$ cat src/rtl/mips_cpu_pkg.sv
// ---------------------------------------------------------------------------
// mips_cpu_pkg
// Shared types and constants for the MIPS32 execution core.
//   - DATA_W / NREGS / REG_AW : fixed datapath geometry (32 x 32-bit, 5-bit index)
//   - aluop_t                 : ALU operation codes driven by the control FSM
//   - REG_ZERO / REG_V0 / REG_RA : architecturally special register indices
// Optional build macro: MIPS_CPU_ALU_SLTU_EN adds ALU_SLTU (opcode 13).
// ---------------------------------------------------------------------------
package mips_cpu_pkg;

   localparam int DATA_W = 32;
   localparam int NREGS  = 32;
   localparam int REG_AW = 5;

   typedef enum logic [4:0] {
      ALU_AND  = 5'd0,
      ALU_OR   = 5'd1,
      ALU_ADD  = 5'd2,
      ALU_SUB  = 5'd3,
      ALU_SLT  = 5'd4,
      ALU_XOR  = 5'd5,
      ALU_SLL  = 5'd6,
      ALU_SRL  = 5'd7,
      ALU_SRA  = 5'd8,
      ALU_SLLV = 5'd9,
      ALU_SRLV = 5'd10,
      ALU_SRAV = 5'd11,
`ifdef MIPS_CPU_ALU_SLTU_EN
      ALU_LUI  = 5'd12,
      ALU_SLTU = 5'd13
`else
      ALU_LUI  = 5'd12
`endif
   } aluop_t;

   localparam logic [REG_AW-1:0] REG_ZERO = 5'd0;
   localparam logic [REG_AW-1:0] REG_V0   = 5'd2;
   localparam logic [REG_AW-1:0] REG_RA   = 5'd31;

endpackage

$ cat src/rtl/mips_cpu_alu_unit.sv
// ---------------------------------------------------------------------------
// mips_cpu_alu_unit
// Purely combinational MIPS32 ALU. All arithmetic wraps mod 2^32.
// Ports:
//   alu_op     in  5   operation code (aluop_t values)
//   alu_a      in  32  operand A (rs); a[4:0] is the variable shift amount
//   alu_b      in  32  operand B (rt or sign-extended immediate); shift source
//   alu_sa     in  5   constant shift amount (instr[10:6])
//   alu_result out 32  result; 0 for unlisted opcodes
//   alu_zero   out 1   alu_result == 0
// Optional build macro: MIPS_CPU_ALU_SLTU_EN enables SLTU on opcode 13.
// ---------------------------------------------------------------------------
module mips_cpu_alu_unit
   import mips_cpu_pkg::*;
(
   input  logic [4:0]        alu_op,
   input  logic [DATA_W-1:0] alu_a,
   input  logic [DATA_W-1:0] alu_b,
   input  logic [4:0]        alu_sa,
   output logic [DATA_W-1:0] alu_result,
   output logic              alu_zero
);

   always_comb begin
      // NOTE: default assignment first so every path drives alu_result and no latch is inferred.
      alu_result = '0;
      case (alu_op)
         ALU_AND:  alu_result = alu_a & alu_b;
         ALU_OR:   alu_result = alu_a | alu_b;
         ALU_ADD:  alu_result = alu_a + alu_b;
         ALU_SUB:  alu_result = alu_a - alu_b;
         ALU_SLT:  alu_result = {{(DATA_W-1){1'b0}}, ($signed(alu_a) < $signed(alu_b))};
         ALU_XOR:  alu_result = alu_a ^ alu_b;
         ALU_SLL:  alu_result = alu_b << alu_sa;
         ALU_SRL:  alu_result = alu_b >> alu_sa;
         // Arithmetic shifts need a signed operand, otherwise >>> fills with zeros.
         ALU_SRA:  alu_result = $unsigned($signed(alu_b) >>> alu_sa);
         ALU_SLLV: alu_result = alu_b << alu_a[4:0];
         ALU_SRLV: alu_result = alu_b >> alu_a[4:0];
         ALU_SRAV: alu_result = $unsigned($signed(alu_b) >>> alu_a[4:0]);
         ALU_LUI:  alu_result = {alu_b[15:0], 16'h0000};
`ifdef MIPS_CPU_ALU_SLTU_EN
         ALU_SLTU: alu_result = {{(DATA_W-1){1'b0}}, (alu_a < alu_b)};
`endif
         default:  alu_result = '0;
      endcase
   end

   assign alu_zero = (alu_result == '0);

endmodule

$ cat src/rtl/mips_cpu_regfile_alu.sv
// ---------------------------------------------------------------------------
// mips_cpu_regfile_alu
// Execution core of the multicycle MIPS32 CPU: 32x32 register file with two
// combinational read ports and one synchronous write port, plus the ALU.
// Ports:
//   clk, reset                 rising-edge clock; async active-high reset clears all registers
//   wr_en, wr_addr, wr_data    write port (writes to r0 discarded, ignored during reset)
//   rd_addr_a/rd_data_a        read port A (rs), zero latency, no write bypass
//   rd_addr_b/rd_data_b        read port B (rt), zero latency, no write bypass
//   register_v0                continuous view of r2
//   alu_op, alu_a, alu_b, alu_sa, alu_result, alu_zero : see mips_cpu_alu_unit
// Optional build macro: MIPS_CPU_ALU_SLTU_EN (SLTU opcode in the ALU).
// ---------------------------------------------------------------------------
module mips_cpu_regfile_alu
   import mips_cpu_pkg::*;
(
   input  logic              clk,
   input  logic              reset,
   input  logic              wr_en,
   input  logic [4:0]        wr_addr,
   input  logic [31:0]       wr_data,
   input  logic [4:0]        rd_addr_a,
   output logic [31:0]       rd_data_a,
   input  logic [4:0]        rd_addr_b,
   output logic [31:0]       rd_data_b,
   output logic [31:0]       register_v0,
   input  logic [4:0]        alu_op,
   input  logic [31:0]       alu_a,
   input  logic [31:0]       alu_b,
   input  logic [4:0]        alu_sa,
   output logic [31:0]       alu_result,
   output logic              alu_zero
);

   logic [DATA_W-1:0] regs [NREGS];

   // NOTE: this array has an async reset, so it builds as flip-flops rather than RAM; clearing on reset is part of the architecture here.
   always_ff @(posedge clk or posedge reset) begin
      if (reset) begin
         for (int i = 0; i < NREGS; i++) begin
            regs[i] <= '0;
         end
      end else if (wr_en && (wr_addr != REG_ZERO)) begin
         // NOTE: non-blocking so same-edge readers of regs see the pre-write value.
         regs[wr_addr] <= wr_data;
      end
   end

   // r0 is hard-wired to zero on the read side as well, so it never depends on reset having run.
   assign rd_data_a   = (rd_addr_a == REG_ZERO) ? '0 : regs[rd_addr_a];
   assign rd_data_b   = (rd_addr_b == REG_ZERO) ? '0 : regs[rd_addr_b];
   assign register_v0 = regs[REG_V0];

   mips_cpu_alu_unit u_alu (
      .alu_op     (alu_op),
      .alu_a      (alu_a),
      .alu_b      (alu_b),
      .alu_sa     (alu_sa),
      .alu_result (alu_result),
      .alu_zero   (alu_zero)
   );

endmodule

$ cat config.mk
export PLATFORM = sky130hd
export DESIGN_NAME = mips_cpu_regfile_alu
export DESIGN_NICKNAME = d
export VERILOG_FILES = /design/src/rtl/mips_cpu_pkg.sv /design/src/rtl/mips_cpu_alu_unit.sv /design/src/rtl/mips_cpu_regfile_alu.sv
export SDC_FILE = /design/constraint.sdc
export NUM_CORES = 2
export LEC_CHECK = 0
export BUFFER_PORTS_ARGS = -buffer_cell sky130_fd_sc_hd__buf_2
export CORE_ASPECT_RATIO = 0.9
export CORE_MARGIN = 1.5
export CORE_UTILIZATION = 50
export CTS_CLUSTER_SIZE = 20
export DETAILED_ROUTE_END_ITERATION = 7
export PLACE_DENSITY_LB_ADDON = 0.2
export REMOVE_ABC_BUFFERS = 1
export SYNTH_ARGS = -nofsm -noshare
export SYNTH_HDL_FRONTEND = slang
export SYNTH_HIERARCHICAL = 1
export SYNTH_SLANG_ARGS = --single-unit
$ cat constraint.sdc
create_clock -name clk -period 30.4 [get_ports clk]
set_input_delay 1.52 -clock clk [delete_from_list [all_inputs] [get_ports clk]]
set_output_delay 1.52 -clock clk [all_outputs]
set_load 0.005 [all_outputs]
* Word level (Yosys, flattened, before mapping) *
Index checks and enable logic that the tools add are counted.

word-level totals
  flip-flop bits (word level) = 1024
  logic and storage cells = 82

cells by class
  $add $sub $neg = 2
  $lt $le $gt $ge = 5
  equal/unequal tests = 12
  shift operators = 6
  multiplexer cells = 12
  bitwise logic cells = 6
  reductions and logical operators = 7

operators by type and width
  cell                count
  $bwmux 1024         1
  $pmux 32 s13        1
  $bmux 32 s5         2
  $mux 32             7
  $demux 32 s5        1
  $shl 32x5->32       2
  $shr 32x5->32       2
  $sshr 32x5->32      2
  $add 32x32->32      1
  $and 32x32->32      1
  $logic_not 32->1    1
  $lt 32x32->1        1
  $or 32x32->32       1
  $sub 32x32->32      1
  $xor 32x32->32      1
  $eq 5x4->1 const B  5
  $eq 5x3->1 const B  4
  $ge 6x6->1 const B  3
  $not 5->6           3
  $logic_not 5->1     3
  $eq 5x2->1 const B  2
  $lt 6x1->1 const B  1
  $eq 5x1->1 const B  1
  $reduce_bool 5->1   1
  $logic_and 1x1->1   2

* Depth between registers and ports, before layout *
  depth after elaboration = 6
  depth in mapped cells = 20
  gate-level depth less buffers = 16

* By module *
Netlist, hierarchy kept.

by module, submodules not included
  module                times used  cells an instance  area each (um^2)
  mips_cpu_regfile_alu  1           3724               54972.7
  mips_cpu_alu_unit     1           1934               12102.9

* Worst setup path before layout *
Ideal clock, no wire load.

  path type = input to output
  start = input alu_op[2]
  end = output alu_zero
  arrival time = 5343 ps
  required time = 28880 ps
  slack = 23537 ps
  stages on the path = 16
  cell sequence = clkbuf_2 > nor3b_1 > buf_2 > nand2_1 > a21oi_1 > clkbuf_1 > mux2_2 > mux2_2 > and2_0 > a2111oi_0 > o2111ai_1 > or4b_1 > nor4_1 > nand4bb_1 > nor4_1 > and3b_1

between the ends
  word-level cells in the longest chain between the ends = 3
  elaborated cells between the ends (all ways) = 15
  classes of those cells = 12 x eq/ne; 1 x mux; 2 x reduce/logical

RTL lines
  element                             RTL line                    text
  start: declaration                  mips_cpu_regfile_alu.sv:27  input logic [4:0] alu_op,
  $eq 5x4->1 (tied with other cells)  mips_cpu_alu_unit.sv:27     case (alu_op)
  $pmux 32 s13 *                      mips_cpu_alu_unit.sv:27
  net alu_result[10]                  mips_cpu_regfile_alu.sv:31  output logic [31:0] alu_result,
  $logic_not 32->1 *                  mips_cpu_alu_unit.sv:49     assign alu_zero = (alu_result == '0);
  end: declaration                    mips_cpu_regfile_alu.sv:32  output logic alu_zero

Mark *: on every way through the listed nets, which the timed path passes. The rest lies on a longest branch.

* Worst setup path in the final report *
  start = input alu_op[3]
  end = output alu_zero

between the ends
  word-level cells in the longest chain between the ends = 3
  elaborated cells between the ends (all ways) = 15
  classes of those cells = 12 x eq/ne; 1 x mux; 2 x reduce/logical

RTL lines
  element                             RTL line
  $eq 5x4->1 (tied with other cells)  mips_cpu_alu_unit.sv:27
  $pmux 32 s13 *                      mips_cpu_alu_unit.sv:27
  $logic_not 32->1 *                  mips_cpu_alu_unit.sv:49

Mark *: on every way between the ends. The rest lies on a longest branch, timed or not.

==> out/results.ini <==
[final_layout]
final_cell_mix=mux2_2, dfrtp_1, mux4_2, mux2i_1, buf_2
drive_above_1_share=0.376
layout_commonest_cell=mux2_2
fin_util=0.545
instances_no_fill=7368
area_growth_pct=8.27
fin_area_um2=72600
nets=5761

[timing]
finalHoldViolations=0
rsz0062_at_grt=no
fin_crit_ns=9.58
slew_viol_final=0
setup_viol=0
slew_headroom=0.147
fin_crit_sh=0.315
tns_ns=0
tightestPinTransition_ns=1.27
max_freq_ghz=0.104
clock-skew-final_ns=0

[synth]
synth_fa_ha_area_frac=0.0191
synth_mux_area_frac=0.362
yosys_warnings=6
synthArstFlopShare=1.00
synth_top_family_by_area=multiplexers
synth_compound_area_frac=0.121
yosysSeqAreaShare=0.382
ys_ff_latch=1024
synth.distinct_cells=100
yosys.area_share.simple=0.0597
ys.flop_type=dfrtp_1
synth-edff-count=0
synth_xor_area_frac=0.00261
synth_area_um2=67100
avgSynthCellArea_um2=11.9
syn_inst=5658

[global_route]
grt_util_all_layers=0.391
overflow=0
grt_max_degree=193
grt_pass1_wl_um=386000
first_global_vias=51700
antenna_found_initial=23

[detailed_routing]
viasPerCell=7.24
drtAntennaViolNets=0
dr.pass1.iters=6
wl_per_cell_um=36.7
drt_iter0_markers=6907
drt_wl_total_um=270000
drc=0
num_vias=53400

[clock_network]
cts_setup_buffers=0
htreeDepth=3
cts_tree=yes
cts_repair_resize_count=0
clock_sinks=1024
clockBufferDepth=3
ctsHoldBuffers=0
clkLatencyLatePin_ns=0.77
cts_buffers=107
path_clk_slew_ns=0.06
root_buffer=clkbuf_16

[floorplanning]
rows=127
die_h_um=350
die_area_um2=136000
start_util=0.504
die_w_um=389
io_pins=253
coreArea_um2=133000

[placement]
place_inst=7168
port_buffers=252
place_congestion=1.07
placedInstanceArea_um2=69000
hpwl_um=174000

[worst_hold_path]
min_path_type=flop to flop

[setup_path]
worstSetupEndpointType=primary output
start_kind=input port
crit_fanout=39
critical_path_class=input port to primary output
cp.required_ns=28.88
arrival_ns=8.06

[run]
drv_cap=0

[status]
status=complete, no violations

[pwr]
power_density_nw_per_um2=58.6
power_w=0.00425
vdd_drop_max_mv=0.0506
p_leak_nw=31.4

==> path summary, 6_finish.rpt <==
path	startpoint	endpoint	slack, ns	depth (start not counted)
worst max-delay path	alu_op[3]	alu_zero	20.82	17
worst min-delay path	regs[1010]$_DFFE_PP0P_	regs[1010]$_DFFE_PP0P_	0.40	0
worst max register to register	register_v0[16]$_DFFE_PP0P_	register_v0[16]$_DFFE_PP0P_	29.51	1
worst min register to register	regs[1010]$_DFFE_PP0P_	regs[1010]$_DFFE_PP0P_	0.40	0
max in group asynchronous	reset	regs[401]$_DFFE_PP0P_	25.52	6
min in group asynchronous	reset	register_v0[2]$_DFFE_PP0P_	0.92	2
==> cells in the mapped netlist, drive strengths merged, types with 17 or more instances <==
| master | number | area share |
|---|---|---|
| mux2 | 1054 | 0.18 |
| dfrtp | 1024 | 0.38 |
| mux4 | 401 | 0.13 |
| clkbuf | 372 | 0.021 |
| mux2i | 341 | 0.051 |
| buf | 266 | 0.026 |
| a21oi | 210 | 0.016 |
| nor2 | 204 | 0.011 |
| nand2 | 176 | 0.0099 |
| o21ai | 174 | 0.013 |
| o211ai | 130 | 0.015 |
| nand3 | 111 | 0.0083 |
| inv | 104 | 0.0058 |
| a22oi | 103 | 0.012 |
| ha | 99 | 0.018 |
| a211oi | 93 | 0.010 |
| nor3 | 84 | 0.0063 |
| o22ai | 72 | 0.0067 |
| nor2b | 52 | 0.0048 |
| a2111oi | 49 | 0.0065 |
| a22o | 49 | 0.0064 |
| a221oi | 35 | 0.0046 |
| nor4 | 35 | 0.0034 |
| and2 | 30 | 0.0028 |
| o221ai | 30 | 0.0039 |
| a31oi | 25 | 0.0023 |
| o32ai | 25 | 0.0033 |
| a21o | 23 | 0.0026 |
| o21bai | 20 | 0.0022 |
| a311oi | 17 | 0.0022 |
| or3 | 17 | 0.0016 |
| xnor2 | 17 | 0.0022 |
==> routing by layer <==
| layer | vias to the layer above | global-route usage | wire length, µm |
|---|---|---|---|
| met5 | - | 0 | 177 |
| met4 | 26 | 0.164 | 12700 |
| met3 | 680 | 0.102 | 28500 |
| met2 | 3195 | 0.570 | 117000 |
| met1 | 27900 | 0.552 | 112000 |
| li1 | 21600 | - | - |
==> registers in the layout, indices dropped and copies added, names as in the netlist <==
register / cells
register_v0: 32
regs: 992
==> power by group <==
part           total, W  switching, W  internal (W)
sequential      0.00183      0.000203       0.00162
combinational   0.00108      0.000526      0.000553
clock           0.00135      0.000579      0.000772
total           0.00425       0.00131       0.00295
==> area by class of cell <==
cell class / count / area (µm²)
fillers: 11400 / 60500
multi-input cells: 3890 / 38300
flip-flops and latches: 1024 / 25600
clock buffers: 176 / 3320
repair buffers: 407 / 2490
well taps: 1741 / 2180
inverters: 106 / 405
clock inverters: 19 / 327
diodes: 5 / 12.5
==> per-stage QoR <==
stage	hold slack (ns)	worst slack, ns
after floorplan	0.365	0.0635
after global placement	0.380	21.27
after detailed placement	0.384	21.24
after CTS	0.398	21.19
after global routing	0.404	20.73
final	0.400	20.82
==> critical path: stages <==
cell,delay (ns)
buf_2,0.31
or3b_2,0.48
buf_4,0.30
buf_4,0.34
o21ai_1,1.02
nand2_2,0.42
o32ai_1,0.55
nor2_1,0.12
a221oi_1,0.41
a211oi_1,0.21
a2111oi_0,0.54
or4bb_1,0.54
nor4_1,0.52
nand4bb_1,0.20
nor4_1,0.22
and3b_1,0.20
buf_2,0.11
==> logic make-up after synthesis <==
family | after synthesis
buf+inv | 744
mux | 1796
compound gates | 1167
fa+ha+maj | 101
simple gates | 806
flops | 1024
xor+xnor | 20
Power figures use the tool's default switching activity.
